**src/rtl/stream_sink_pkg.sv**
```systemverilog
// stream_sink_pkg: shared state encoding, count width and fold/signature helpers for kernel_stream_sink
`ifndef CLOG2
`define CLOG2(x) $clog2(x)
`endif
package stream_sink_pkg;
    typedef enum logic [1:0] {IDLE, RUN, FLUSH, REPORT} state_t;
    localparam int CNT_W = 16;
    localparam int FOLD_W = 1024;
    // Zero padding up to FOLD_W leaves the byte XOR unchanged, so any word width up to FOLD_W works.
    function automatic logic [7:0] fold_bytes(input logic [FOLD_W-1:0] w);
        logic [7:0] x;
        x = '0;
        for (int i = 0; i < FOLD_W / 8; i++) x ^= w[i*8 +: 8];
        return x;
    endfunction
    function automatic logic [31:0] sig_step(input logic [31:0] sig, input logic [31:0] w);
        return {sig[30:0], sig[31]} ^ w;
    endfunction
endpackage

```
**src/rtl/sink_fifo.sv**
```systemverilog
// sink_fifo: DEPTH x DATA_WIDTH synchronous FIFO with registered occupancy and full/empty flags
module sink_fifo #(
    parameter int DATA_WIDTH = 32,
    parameter int DEPTH = 16
) (
    input  logic                  ap_clk,
    input  logic                  ap_rst,
    input  logic                  push,
    input  logic                  pop,
    input  logic [DATA_WIDTH-1:0] din,
    output logic [DATA_WIDTH-1:0] dout,
    output logic                  full,
    output logic                  empty
);
    localparam int AW = `CLOG2(DEPTH);
    logic [DATA_WIDTH-1:0] mem [DEPTH];
    logic [AW-1:0] wptr, rptr;
    logic [AW:0] count;
    always_ff @(posedge ap_clk)
        if (push) mem[wptr] <= din;
    always_ff @(posedge ap_clk or posedge ap_rst)
        if (ap_rst) begin
            wptr <= '0;
            rptr <= '0;
            count <= '0;
        end else begin
            wptr <= push ? wptr + 1'b1 : wptr;
            rptr <= pop ? rptr + 1'b1 : rptr;
            count <= (push && !pop) ? count + 1'b1 : (pop && !push) ? count - 1'b1 : count;
        end
    always_comb begin
        full = count == (AW+1)'(DEPTH);
        empty = count == '0;
        dout = mem[rptr];
    end
endmodule

```
**src/rtl/kernel_stream_sink.sv**
```systemverilog
// kernel_stream_sink: ap_fifo sink with rate-limited drain, nibble fold to pins and a per-run signature/count report
module kernel_stream_sink
    import stream_sink_pkg::*;
#(
    parameter int DATA_WIDTH = 32,
    parameter int DEPTH = 16,
    parameter int EXP_COUNT = 64,
    parameter int DRAIN_INV = 1
) (
    input  logic                  ap_clk,
    input  logic                  ap_rst,
    input  logic                  ap_start,
    input  logic                  ap_done,
    input  logic [DATA_WIDTH-1:0] fifo_din,
    input  logic                  fifo_write,
    output logic                  fifo_full_n,
    output logic [3:0]            data_out,
    output logic                  data_valid,
    output logic [31:0]           sig_out,
    output logic                  sig_valid,
    output logic                  count_err
);
    localparam int DCW = DRAIN_INV > 1 ? `CLOG2(DRAIN_INV) : 1;
    state_t state, state_nx;
    logic [DATA_WIDTH-1:0] head;
    logic full, empty, active, push, pop, drained, ovf, s1_v;
    logic [7:0] s1_x;
    logic [DCW-1:0] dcnt;
    logic [CNT_W-1:0] cnt;
    logic [31:0] sig;
    sink_fifo #(.DATA_WIDTH(DATA_WIDTH), .DEPTH(DEPTH)) u_fifo (
        .ap_clk(ap_clk),
        .ap_rst(ap_rst),
        .push(push),
        .pop(pop),
        .din(fifo_din),
        .dout(head),
        .full(full),
        .empty(empty)
    );
    always_comb begin
        active = state == RUN || state == FLUSH;
        fifo_full_n = active && !full;
        push = fifo_write && fifo_full_n;
        pop = active && dcnt == '0 && !empty;
        drained = empty && !s1_v && !data_valid;
        state_nx = state == IDLE ? (ap_start ? RUN : IDLE) :
                   state == RUN ? (ap_done ? FLUSH : RUN) :
                   state == FLUSH ? (drained ? REPORT : FLUSH) : IDLE;
        sig_valid = state == REPORT;
        count_err = sig_valid && (cnt != CNT_W'(EXP_COUNT) || ovf);
        sig_out = sig;
    end
    always_ff @(posedge ap_clk or posedge ap_rst)
        if (ap_rst) state <= IDLE;
        else state <= state_nx;
    always_ff @(posedge ap_clk or posedge ap_rst)
        if (ap_rst) begin
            sig <= '0;
            cnt <= '0;
            ovf <= 1'b0;
            dcnt <= '0;
            s1_v <= 1'b0;
            s1_x <= '0;
            data_valid <= 1'b0;
            data_out <= '0;
        end else begin
            if (state == IDLE && ap_start) begin
                sig <= '0;
                cnt <= '0;
                ovf <= 1'b0;
                dcnt <= '0;
            end else if (active) begin
                // An empty FIFO at a drain slot still advances the counter; that slot is lost.
                dcnt <= dcnt == DCW'(DRAIN_INV - 1) ? '0 : dcnt + 1'b1;
                ovf <= ovf || (fifo_write && !fifo_full_n);
                if (pop) begin
                    sig <= sig_step(sig, 32'(head));
                    cnt <= cnt == '1 ? cnt : cnt + 1'b1;
                end
            end
            s1_v <= pop;
            s1_x <= fold_bytes(FOLD_W'(head));
            data_valid <= s1_v;
            data_out <= s1_v ? s1_x[7:4] ^ s1_x[3:0] : 4'h0;
        end
endmodule

```
**config.mk**
```make
export PLATFORM = sky130hd
export DESIGN_NAME = kernel_stream_sink
export DESIGN_NICKNAME = d
export VERILOG_FILES = /design/src/rtl/stream_sink_pkg.sv /design/src/rtl/sink_fifo.sv /design/src/rtl/kernel_stream_sink.sv
export SDC_FILE = /design/constraint.sdc
export NUM_CORES = 1
export LEC_CHECK = 0
export CORE_MARGIN = 4
export CORE_UTILIZATION = 66
export DETAILED_ROUTE_END_ITERATION = 10
export PLACE_DENSITY_LB_ADDON = 0.08
export REMOVE_ABC_BUFFERS = 1
export SYNTH_ARGS = -nofsm -noshare
export SYNTH_HDL_FRONTEND = slang
export SYNTH_SLANG_ARGS = --single-unit
```
**constraint.sdc**
```tcl
create_clock -name ap_clk -period 4.7 [get_ports ap_clk]
set_clock_uncertainty 0.15 [all_clocks]
set_input_delay 0.47 -clock ap_clk [delete_from_list [all_inputs] [get_ports ap_clk]]
set_output_delay 0.47 -clock ap_clk [all_outputs]
set_load 0.01 [all_outputs]
```
After elaboration in Yosys (flattened, before gate mapping)
Memories as Yosys holds them, arrays and structs flattened.
Cells that the tools add are included.
{ "totals": {"reg_bits": 79, "mem_bits_rw": 512, "input_bits": 37, "output_inout_bits": 40, "word_cells": 83, "n_memories": 1} }
{ "op_classes": {"add_sub_neg": 6, "n_eq_ne": 7, "mux": 23, "n_bitwise": 6, "reduce_logical": 28} }
{ "mem_list": {"columns": ["memory", "words", "width", "rd", "rd_ports_with_merged_regs", "write_ports", "line", "rtl"], "rows": [
  ["u_fifo.mem", 16, 32, 1, 0, 1, "sink_fifo.sv:16", "logic [DATA_WIDTH-1:0] mem [DEPTH];"]
]} }
{ "op_table": {"columns": ["operator", "count"], "rows": [
  ["$mux 32", 3],
  ["$mux 16", 4],
  ["$xor 32x32->32", 1],
  ["$xor 8x8->8", 3],
  ["$add 16x1->16 const B", 1],
  ["$eq 16x16->1 const B", 1],
  ["$ne 16x7->1 const B", 1],
  ["$logic_and 1x1->1", 11],
  ["$mux 5", 2],
  ["$mux 1", 9],
  ["$add 4x1->4 const B", 2],
  ["$mux 2", 4],
  ["$logic_not 1->1", 7],
  ["$reduce_bool 2->1", 3],
  ["$add 5x1->5 const B", 1],
  ["$eq 5x5->1 const B", 1],
  ["$logic_not 5->1", 1],
  ["$sub 5x1->5 const B", 1],
  ["$eq 2x2->1 const B", 2],
  ["$mux 4", 1],
  ["$xor 4x4->4", 1],
  ["$logic_or 1x1->1", 3],
  ["$reduce_and 3->1", 1],
  ["$eq 2x1->1 const B", 1],
  ["5 further kinds", 5]
]} }

Longest topological paths before layout
Gate-level depths: netlist of run 1.
{ "depth": {"ltp_word": 8, "ltp_mapped": 12, "ltp_nobuf": 12} }

Hierarchy
From an unflattened synthesis of run 1, not the netlist that was laid out.
{ "unflattened": {"cells_unflattened": 1197, "area_unflattened_um2": 23333.6} }
{ "by_module_without_submodules": {"columns": ["module", "instances", "cells_per_inst", "area_per_inst_um2", "seq_area_each_um2"], "rows": [
  ["sink_fifo", 1, 874, 19982.9, 15700.1],
  ["kernel_stream_sink", 1, 323, 3350.7, 1626.6]
]} }

Worst setup path before layout of run 1
No wires, ideal clock.
{ "synth_path": {"kind": "register -> register", "from": "register u_fifo.count[0]", "to": "register u_fifo.count[4]", "setup_time_ps": 79, "arrival_time_ps": 2906, "required_ps": 4471, "slack_ps": 1565, "path_stages_with_launch": 12, "path_buffers": 1, "synth_period_minus_slack_ps": 3135, "path_cell_list": "dfrtp_1 > or4_1 > o21ai_1 > buf_2 > ha_1 > inv_1 > ha_1 > nor2b_1 > o21a_1 > or3_1 > a21oi_1 > xor2_1"} }
{ "synth_via": {"elab_chain_len": 7, "elab_cells_between_ends": 16, "classes_between": "add/sub (2); eq/ne (1); mux (2); reduce/logical (11)"} }
{ "synth_rtl": {"columns": ["element", "line", "rtl"], "rows": [
  ["from (decl)", "sink_fifo.sv:18", "logic [AW:0] count;"],
  ["from (signal assigned)", "sink_fifo.sv:29", "count <= (push && !pop) ? count + 1'b1 : (pop && !push) ? count - 1'b1 : count;"],
  ["branches (longest 7 deep; another with $sub 5x1->5)", null, null]
]} }
Several ways; the timed one is not identified. The select of a mux whose other input is x is not followed.
A chain may end at the register's enable or synchronous reset.

Worst setup path in the final report of run 1
{ "layout_path": {"from": "register u_fifo.count[0]", "to": "register u_fifo.count[4]"} }
{ "layout_via": {"elab_chain_len": 7, "elab_cells_between_ends": 16, "classes_between": "add/sub (2); eq/ne (1); mux (2); reduce/logical (11)"} }
{ "layout_rtl": {"columns": ["element", "line", "rtl"], "rows": [
  ["$eq 5x5->1 (*)", "sink_fifo.sv:32", "full = count == (AW+1)'(DEPTH);"],
  ["$logic_not 1->1 (*)", "kernel_stream_sink.sv:43", "fifo_full_n = active && !full;"],
  ["$logic_and 1x1->1 (*)", "kernel_stream_sink.sv:43", null],
  ["$logic_and 1x1->1 (*)", "kernel_stream_sink.sv:44", "push = fifo_write && fifo_full_n;"],
  ["via push", "kernel_stream_sink.sv:26", "logic full, empty, active, push, pop, drained, ovf, s1_v;"],
  ["$logic_not 1->1", "sink_fifo.sv:29", null],
  ["$logic_and 1x1->1", "sink_fifo.sv:29", null],
  ["$reduce_bool 2->1 (no source line)", null, null]
]} }
Mark *: on every way through the listed nets, which the timed path passes. The rest lies on a longest branch. The select of a mux whose other input is x is not followed.

==> results of run 1 <==
synthesized netlist by cell type (5+ instances only):
cell      count  area, um^2
buf_1         8        30.0
ha_1         16         200
nor3_1        6        30.0
edfxtp_1    512       15400
a22oi_1      64         480
nand3_1       7        35.0
o21ai_0      38         190
nand2_1      47         176
xor2_1       14         123
xnor2_2       7         114
a21oi_1      37         185
buf_2         7        35.0
nand4_1       7        43.8
dfrtp_1      78        1950
buf_6        10         113
nor4_1        8        50.1
nor2_1       17        63.8
nor4b_1       5        43.8
mux4_2      128        2880
inv_1        13        48.8
clkbuf_1     34         128
and2_1       23         144
xnor2_1      61         534
routing by layer:
layer / share of wire / vias to the layer above / global-route usage
met5: 0 / - / 0
met4: 0.019 / 0 / 0.0639
met3: 0.076 / 75 / 0.0500
met2: 0.50 / 474 / 0.417
met1: 0.41 / 5985 / 0.382
li1: - / 4923 / -
logic make-up (layout without fill, tap and decap cells):
| kind of cell | Yosys count | after routing | synth area share |
|---|---|---|---|
| other | 0 | 1 | 0 |
| multiplexers | 130 | 130 | 0.125 |
| flip-flops | 590 | 590 | 0.746 |
| AO/OA/AOI/OAI | 147 | 147 | 0.0397 |
| XOR/XNOR | 82 | 82 | 0.0332 |
| adder cells (fa/ha/maj) | 17 | 17 | 0.00949 |
| AND/OR/NAND/NOR | 136 | 136 | 0.0302 |
| buffers and inverters | 75 | 208 | 0.0159 |
area by class of cell:
class / instances / area share
clock inverters: 32 / 0.00885
repair buffers: 89 / 0.0343
multi-input cells: 512 / 0.213
diodes: 1 / 0.0000957
clock buffers: 72 / 0.0575
flip-flops and latches: 590 / 0.663
well taps: 455 / 0.0218
inverters: 15 / 0.00220
through the flow:
stage          instance area (um^2)  hold slack [ns]  power (uW)  TNS [ns]   util
6_report                      26200            0.158       17000         0  0.755
5_1_grt                       26200            0.183       17800         0  0.755
4_1_cts                       26200            0.150       17100         0  0.755
3_5_place_dp                  24400            0.387       12800         0  0.705
3_3_place_gp                  24400            0.380       12700         0  0.705
2_1_floorplan                 22900            0.254       11100    -75.33      -
sequential cells by signal, indices dropped and copies added, names as in the netlist:
signal	count
data_valid	1
state	2
s1_v	1
u_fifo.mem	512
s1_x	8
u_fifo.rptr	4
ovf	1
u_fifo.count	5
cnt	16
sig_out	32
u_fifo.wptr	4
data_out	4
worst min path at each step:
stage,end,from,slack [ns]
2_1_floorplan,data_valid$_DFF_PP0_,s1_v$_DFF_PP0_,0.25
3_5_place_dp,data_valid$_DFF_PP0_,s1_v$_DFF_PP0_,0.39
4_1_cts,sig_out[16]$_DFFE_PP0P_,ap_rst,0.15
6_report,sig_out[22]$_DFFE_PP0P_,ap_rst,0.16
3_3_place_gp,ovf$_DFFE_PP0P_,ovf$_DFFE_PP0P_,0.38
5_1_grt,sig_out[16]$_DFFE_PP0P_,ap_rst,0.18
power by group through the flow:
stage,combinational [uW],clock (uW),sequential (uW)
2_1_floorplan,3990,0,7140
3_3_place_gp,5780,0,6940
3_5_place_dp,5880,0,6960
4_1_cts,5930,4330,6860
5_1_grt,6370,4550,6920
6_report,5870,4280,6860
placed cells by master (no fill, tap or decap), types with 5 or more instances in the layout:
| cell type | n |
|---|---|
| nand4_1 | 7 |
| nor4_1 | 8 |
| edfxtp_1 | 512 |
| clkdlybuf4s50_1 | 76 |
| buf_4 | 10 |
| a22oi_1 | 64 |
| clkbuf_1 | 13 |
| mux4_2 | 128 |
| nor4b_1 | 5 |
| inv_1 | 12 |
| xnor2_2 | 7 |
| xnor2_1 | 61 |
| o21ai_0 | 38 |
| xor2_1 | 14 |
| nor3_1 | 6 |
| nor2_1 | 16 |
| and2_1 | 6 |
| clkinv_2 | 12 |
| ha_1 | 16 |
| dfrtp_1 | 76 |
| clkinv_1 | 15 |
| and2_2 | 17 |
| nand2_1 | 47 |
| nand3_1 | 7 |
| a21oi_1 | 37 |
| clkbuf_16 | 57 |
critical path, stage by stage, from the launching register on:
cell and delay, ns:
dfrtp_1 0.43, nor4_1 0.38, nand2_1 0.11, nand3_1 0.20
clkinv_1 0.23, ha_1 0.31, inv_1 0.14, ha_1 0.26
nor2b_1 0.14, o21a_1 0.17, or3_1 0.30, a21oi_1 0.18
xor2_1 0.15
==> flow_metrics.py, run 1 <==
metrics = {
    "placement": {
        "gp_congestion": 0.798,
        "io_buffers": 76,
        "placedCellCount": 1661,
        "pre_cts_slack_ns": 1.49,
        "hpwlAfterDp_mm": 26.8,
    },
    "setup_path": {
        "cp-startpoint": "u_fifo.count[0]$_DFFE_PP0P_",
        "reg2reg_to": "u_fifo.count[4]$_DFFE_PP0P_",
        "r2r-start": "u_fifo.count[0]$_DFFE_PP0P_",
        "worst_ep_required_time_ns": 5.07,
        "timing_worst_setup_path_type": "reg -> reg",
        "path_max_fanout": 7,
        "start_kind": "flip-flop",
        "rrSetupSlack_ns": 1.49,
        "cp.arrival_ns": 3.58,
        "crit_end": "u_fifo.count[4]$_DFFE_PP0P_",
        "r2r_cells": 12,
        "cp-end-kind": "flip-flop",
    },
    "die": {
        "initial_utilization": 0.670,
        "die_area_um2": 38200,
        "pin_count": 77,
        "rows": 68,
        "die_w_um": 196,
        "die_h_um": 196,
        "core_area_um2": 34600,
    },
    "sta": {
        "hold_violations": 0,
        "slew_headroom": 0.168,
        "rsz0062_at_grt": "no",
        "max_freq_ghz": 0.311,
        "slew_violations": 0,
        "fin_crit_sh": 0.684,
        "setup_ws_ns": 1.49,
        "tightest_slew_ns": 1.25,
        "finalCriticalPeriod_ns": 3.21,
        "finalSetupViolCount": 0,
    },
    "routing": {
        "wl_per_cell_um": 27.5,
        "drt-total-wl_mm": 48.5,
        "drt_iter0_markers": 1140,
        "first_pass_iters": 5,
        "drtAntennaViolNets": 0,
        "avgViaCountPerCell": 6.49,
        "remaining_drc_errors": 0,
        "via_count": 11500,
    },
    "clocking": {
        "holdBufCountCts": 0,
        "clockBufferDepth": 3,
        "htreeDepth": 2,
        "cts.clk_slew.worst_paths_ns": 0.06,
        "cts-resized-gates": 0,
        "cts_sinks": 590,
        "worstSkewPairLatency_ns": 0.59,
        "cts_tree": "done",
        "postCtsSetupBuffers": 0,
        "numCtsBuffers": 56,
        "root_buffer": "clkbuf_16",
    },
    "cells_and_area": {
        "fillers": 1903,
        "drive_gt1_frac": 0.192,
        "area_growth_syn_to_layout_pct": 12.7,
        "stdcell_count": 1766,
        "multi_input_area_um2": 5560,
        "regArea_um2": 17300,
        "fin_nets": 1318,
    },
    "logic_synthesis": {
        "synth_ff_type": "edfxtp_1",
        "synth_edf_count": 512,
        "syn_area_per_cell_um2": 19.7,
        "netlist_instances": 1177,
        "yosys_warnings": 0,
        "async_reset_ff_frac": 0.132,
        "ys_ff_latch": 590,
        "syn_area_um2": 23200,
        "ys_seq_area_frac": 0.746,
        "synth_cell_types": 43,
    },
    "power_and_ir_drop": {
        "switchingPower_uw": 5540,
        "p_leak_uw": 0.00862,
        "powerDensity_nw_per_um2": 650,
        "irDropWorstVdd_uv": 459,
        "p_sw_frac": 0.326,
        "seq_power_share": 0.403,
        "p_int_uw": 11500,
        "clock_power_share": 0.252,
        "combPwrFrac": 0.345,
    },
    "global_route": {
        "grt_pass1_wl_mm": 74.0,
        "grt_usage": 0.260,
        "grt_overflow": 0,
        "antenna_found_initial": 1,
        "grt_max_degree": 59,
        "grt_pass1_vias": 11700,
    },
    "worst_hold_path": {
        "worstHoldPathType": "in -> async",
    },
    "flow_run": {
        "maxCapViolCount": 0,
    },
    "outcome": {
        "status": "complete, no violations",
    },
}
Power figures use the tool's default switching activity.
==> run 2: changes to the inputs <==
--- a/config.mk
+++ b/config.mk
@@ -6,7 +6,7 @@
 export NUM_CORES = 1
 export LEC_CHECK = 0
 export CORE_MARGIN = 4
-export CORE_UTILIZATION = 66
+export CORE_UTILIZATION = 55
 export DETAILED_ROUTE_END_ITERATION = 10
 export PLACE_DENSITY_LB_ADDON = 0.08
 export REMOVE_ABC_BUFFERS = 1
==> constraint.sdc (replaced) <==
create_clock -name ap_clk -period 2.7 [get_ports ap_clk]
set_clock_uncertainty 0.15 [all_clocks]
set_input_delay 0.27 -clock ap_clk [delete_from_list [all_inputs] [get_ports ap_clk]]
set_output_delay 0.27 -clock ap_clk [all_outputs]
set_load 0.01 [all_outputs]
==> run 2 against run 1 <==
Non-clock buffer count rose by 64. Critical path type unchanged. Highest routed layer unchanged. Global-route usage fell by 2.9 points. Sequential power rose by 71%. Largest cell class unchanged. Critical path depth fell by 2. Largest power group unchanged. Die area rose by 19%.
==> flow_metrics.py, run 2 (same netlist as run 1, synthesis figures left out) <==
metrics = {
    "outcome": {
        "status": "complete, no violations",
    },
    "sta": {
        "finalSetupViolCount": 0,
        "fin_crit_sh": 0.993,
        "slew_headroom": 0.560,
        "finalCriticalPeriod_ns": 2.68,
        "hold_violations": 0,
        "max_freq_ghz": 0.373,
        "rsz0062_at_grt": "yes",
        "slew_violations": 0,
        "tightest_slew_ns": 0.660,
    },
    "global_route": {
        "grt_max_degree": 70,
        "grt_pass1_vias": 11700,
        "antenna_found_initial": 0,
        "grt_overflow": 0,
        "grt_usage": 0.231,
        "grt_pass1_wl_mm": 76.4,
    },
    "placement": {
        "placedCellCount": 1806,
        "hpwlAfterDp_mm": 28.8,
        "gp_congestion": 0.773,
        "io_buffers": 76,
    },
    "power_and_ir_drop": {
        "p_leak_uw": 0.00912,
        "powerDensity_nw_per_um2": 1130,
        "irDropWorstVdd_uv": 611,
    },
    "worst_hold_path": {
        "hp-start": "ap_start",
        "whs_path_depth": 3,
        "hold_path_end": "state[0]$_DFF_PP0_",
        "worstHoldPathType": "in -> reg",
    },
    "cells_and_area": {
        "multi_input_area_um2": 5620,
        "final_common_cell": "edfxtp_1",
        "drive_gt1_frac": 0.239,
        "regMostFlops": "u_fifo.mem",
        "final_core_util": 0.652,
        "final_cell_mix": "edfxtp_1 (512), mux4_2 (128), dfrtp_1 (76), clkdlybuf4s50_1 (75), a22oi_1 (64)",
        "antenna_cells": 0,
        "stdcell_count": 1914,
        "area_growth_syn_to_layout_pct": 17.6,
        "fillers": 2845,
        "fin_nets": 1384,
        "largest_reg_flops": 512,
        "regArea_um2": 17300,
    },
    "setup_path": {
        "rrSetupSlack_ns": 0.02,
        "r2r-start": "u_fifo.count[3]$_DFFE_PP0P_",
        "worst_ep_required_time_ns": 3.07,
        "reg2reg_to": "u_fifo.count[4]$_DFFE_PP0P_",
        "r2r_cells": 10,
        "cp.arrival_ns": 3.05,
        "timing_worst_setup_path_type": "reg -> reg",
        "start_kind": "flip-flop",
        "cp-end-kind": "flip-flop",
        "path_max_fanout": 3,
    },
    "routing": {
        "drtAntennaViolNets": 0,
        "drt-total-wl_mm": 51.4,
        "via_count": 11600,
        "avgViaCountPerCell": 6.04,
        "drt_iter0_markers": 1160,
        "remaining_drc_errors": 0,
        "wl_per_cell_um": 26.9,
        "first_pass_iters": 5,
    },
    "clocking": {
        "cts_sinks": 590,
        "htreeDepth": 2,
        "clockBufferDepth": 3,
        "root_buffer": "clkbuf_16",
        "worstSkewPairLatency_ns": 0.60,
        "numCtsBuffers": 58,
        "cts.clk_slew.worst_paths_ns": 0.06,
        "cts_tree": "done",
    },
    "die": {
        "die_area_um2": 45600,
        "die_h_um": 213,
        "die_w_um": 213,
        "rows": 75,
        "initial_utilization": 0.555,
        "pin_count": 77,
        "core_area_um2": 41900,
    },
    "flow_run": {
        "maxCapViolCount": 0,
    },
}
==> run 2: cell types whose count changed in the layout (fill, tap and decap cells not counted), sizes merged <==
cell,change
clkdlybuf4s50,-1
diode,-1
dlygate4sd3,+1
buf,+63
clkinvlp,+1
dlymetal6s2s,+1
inv,-2
clkbuf,+7
clkinv,-6
bufinv,+1
==> run 2: area by class of cell <==
type                    count  share of cell area
inverters                  15             0.00211
clock inverters            26             0.00866
repair buffers            153              0.0653
clock buffers              79              0.0583
well taps                 539              0.0247
multi-input cells         512               0.206
flip-flops and latches    590               0.635
==> run 2: worst max-delay path: stages, from the launching register on <==
cell	delay (ns)
dfrtp_1	0.40
or4_4	0.55
o21ai_2	0.15
ha_2	0.20
inv_2	0.05
ha_4	0.20
nor2b_1	0.12
o21a_1	0.17
or3_1	0.32
a21oi_2	0.15
xor2_1	0.14
==> run 2: metal layers <==
metal / global-route usage / vias up / wire [um]
met5: 0 / - / 0
met4: 0.0563 / 0 / 1030
met3: 0.0347 / 69 / 3240
met2: 0.360 / 353 / 24500
met1: 0.353 / 6085 / 22600
li1: - / 5060 / -
==> run 2: repair_timing <==
item                       4_1_cts  5_1_grt
hold endpoints to repair         9        0
setup endpoints to repair        1        2
resized for setup                8        3
setup buffers                    1        1
pin swaps                        4        4
hold buffers                     1        0
==> run 2: where the power goes <==
group | switching [uW] | total [uW] | internal [uW]
clock | 3250 | 7730 | 4480
combinational | 5920 | 11300 | 5390
sequential | 702 | 11700 | 11000
total | 9880 | 30800 | 20900
==> run 2: how the worst max path moves through the flow <==
stage	start	end	cells past startpoint
floorplan	u_fifo.rptr[0]$_DFFE_PP0P_	s1_x[0]$_DFF_PP0_	5
global placement	u_fifo.count[0]$_DFFE_PP0P_	u_fifo.count[4]$_DFFE_PP0P_	10
detailed placement	u_fifo.count[0]$_DFFE_PP0P_	u_fifo.count[4]$_DFFE_PP0P_	10
CTS	u_fifo.count[2]$_DFFE_PP0P_	u_fifo.count[4]$_DFFE_PP0P_	10
global route	u_fifo.count[3]$_DFFE_PP0P_	u_fifo.count[4]$_DFFE_PP0P_	10
finish	u_fifo.count[3]$_DFFE_PP0P_	u_fifo.count[4]$_DFFE_PP0P_	10
==> run 2: per-stage QoR <==
step                setup slack [ns]  power (uW)  hold slack [ns]  setup TNS [ns]  area (um^2)
finish                        0.0190       30800            0.124               0        27300
global route                  -0.104       32400            0.128          -0.104        27300
CTS                           0.0128       31100           0.0857               0        27300
detailed placement            -0.107       23200            0.367          -0.107        25400
global placement             -0.0974       23100            0.361         -0.0974        25400
floorplan                      -3.82       18400            0.219         -164.18        22900
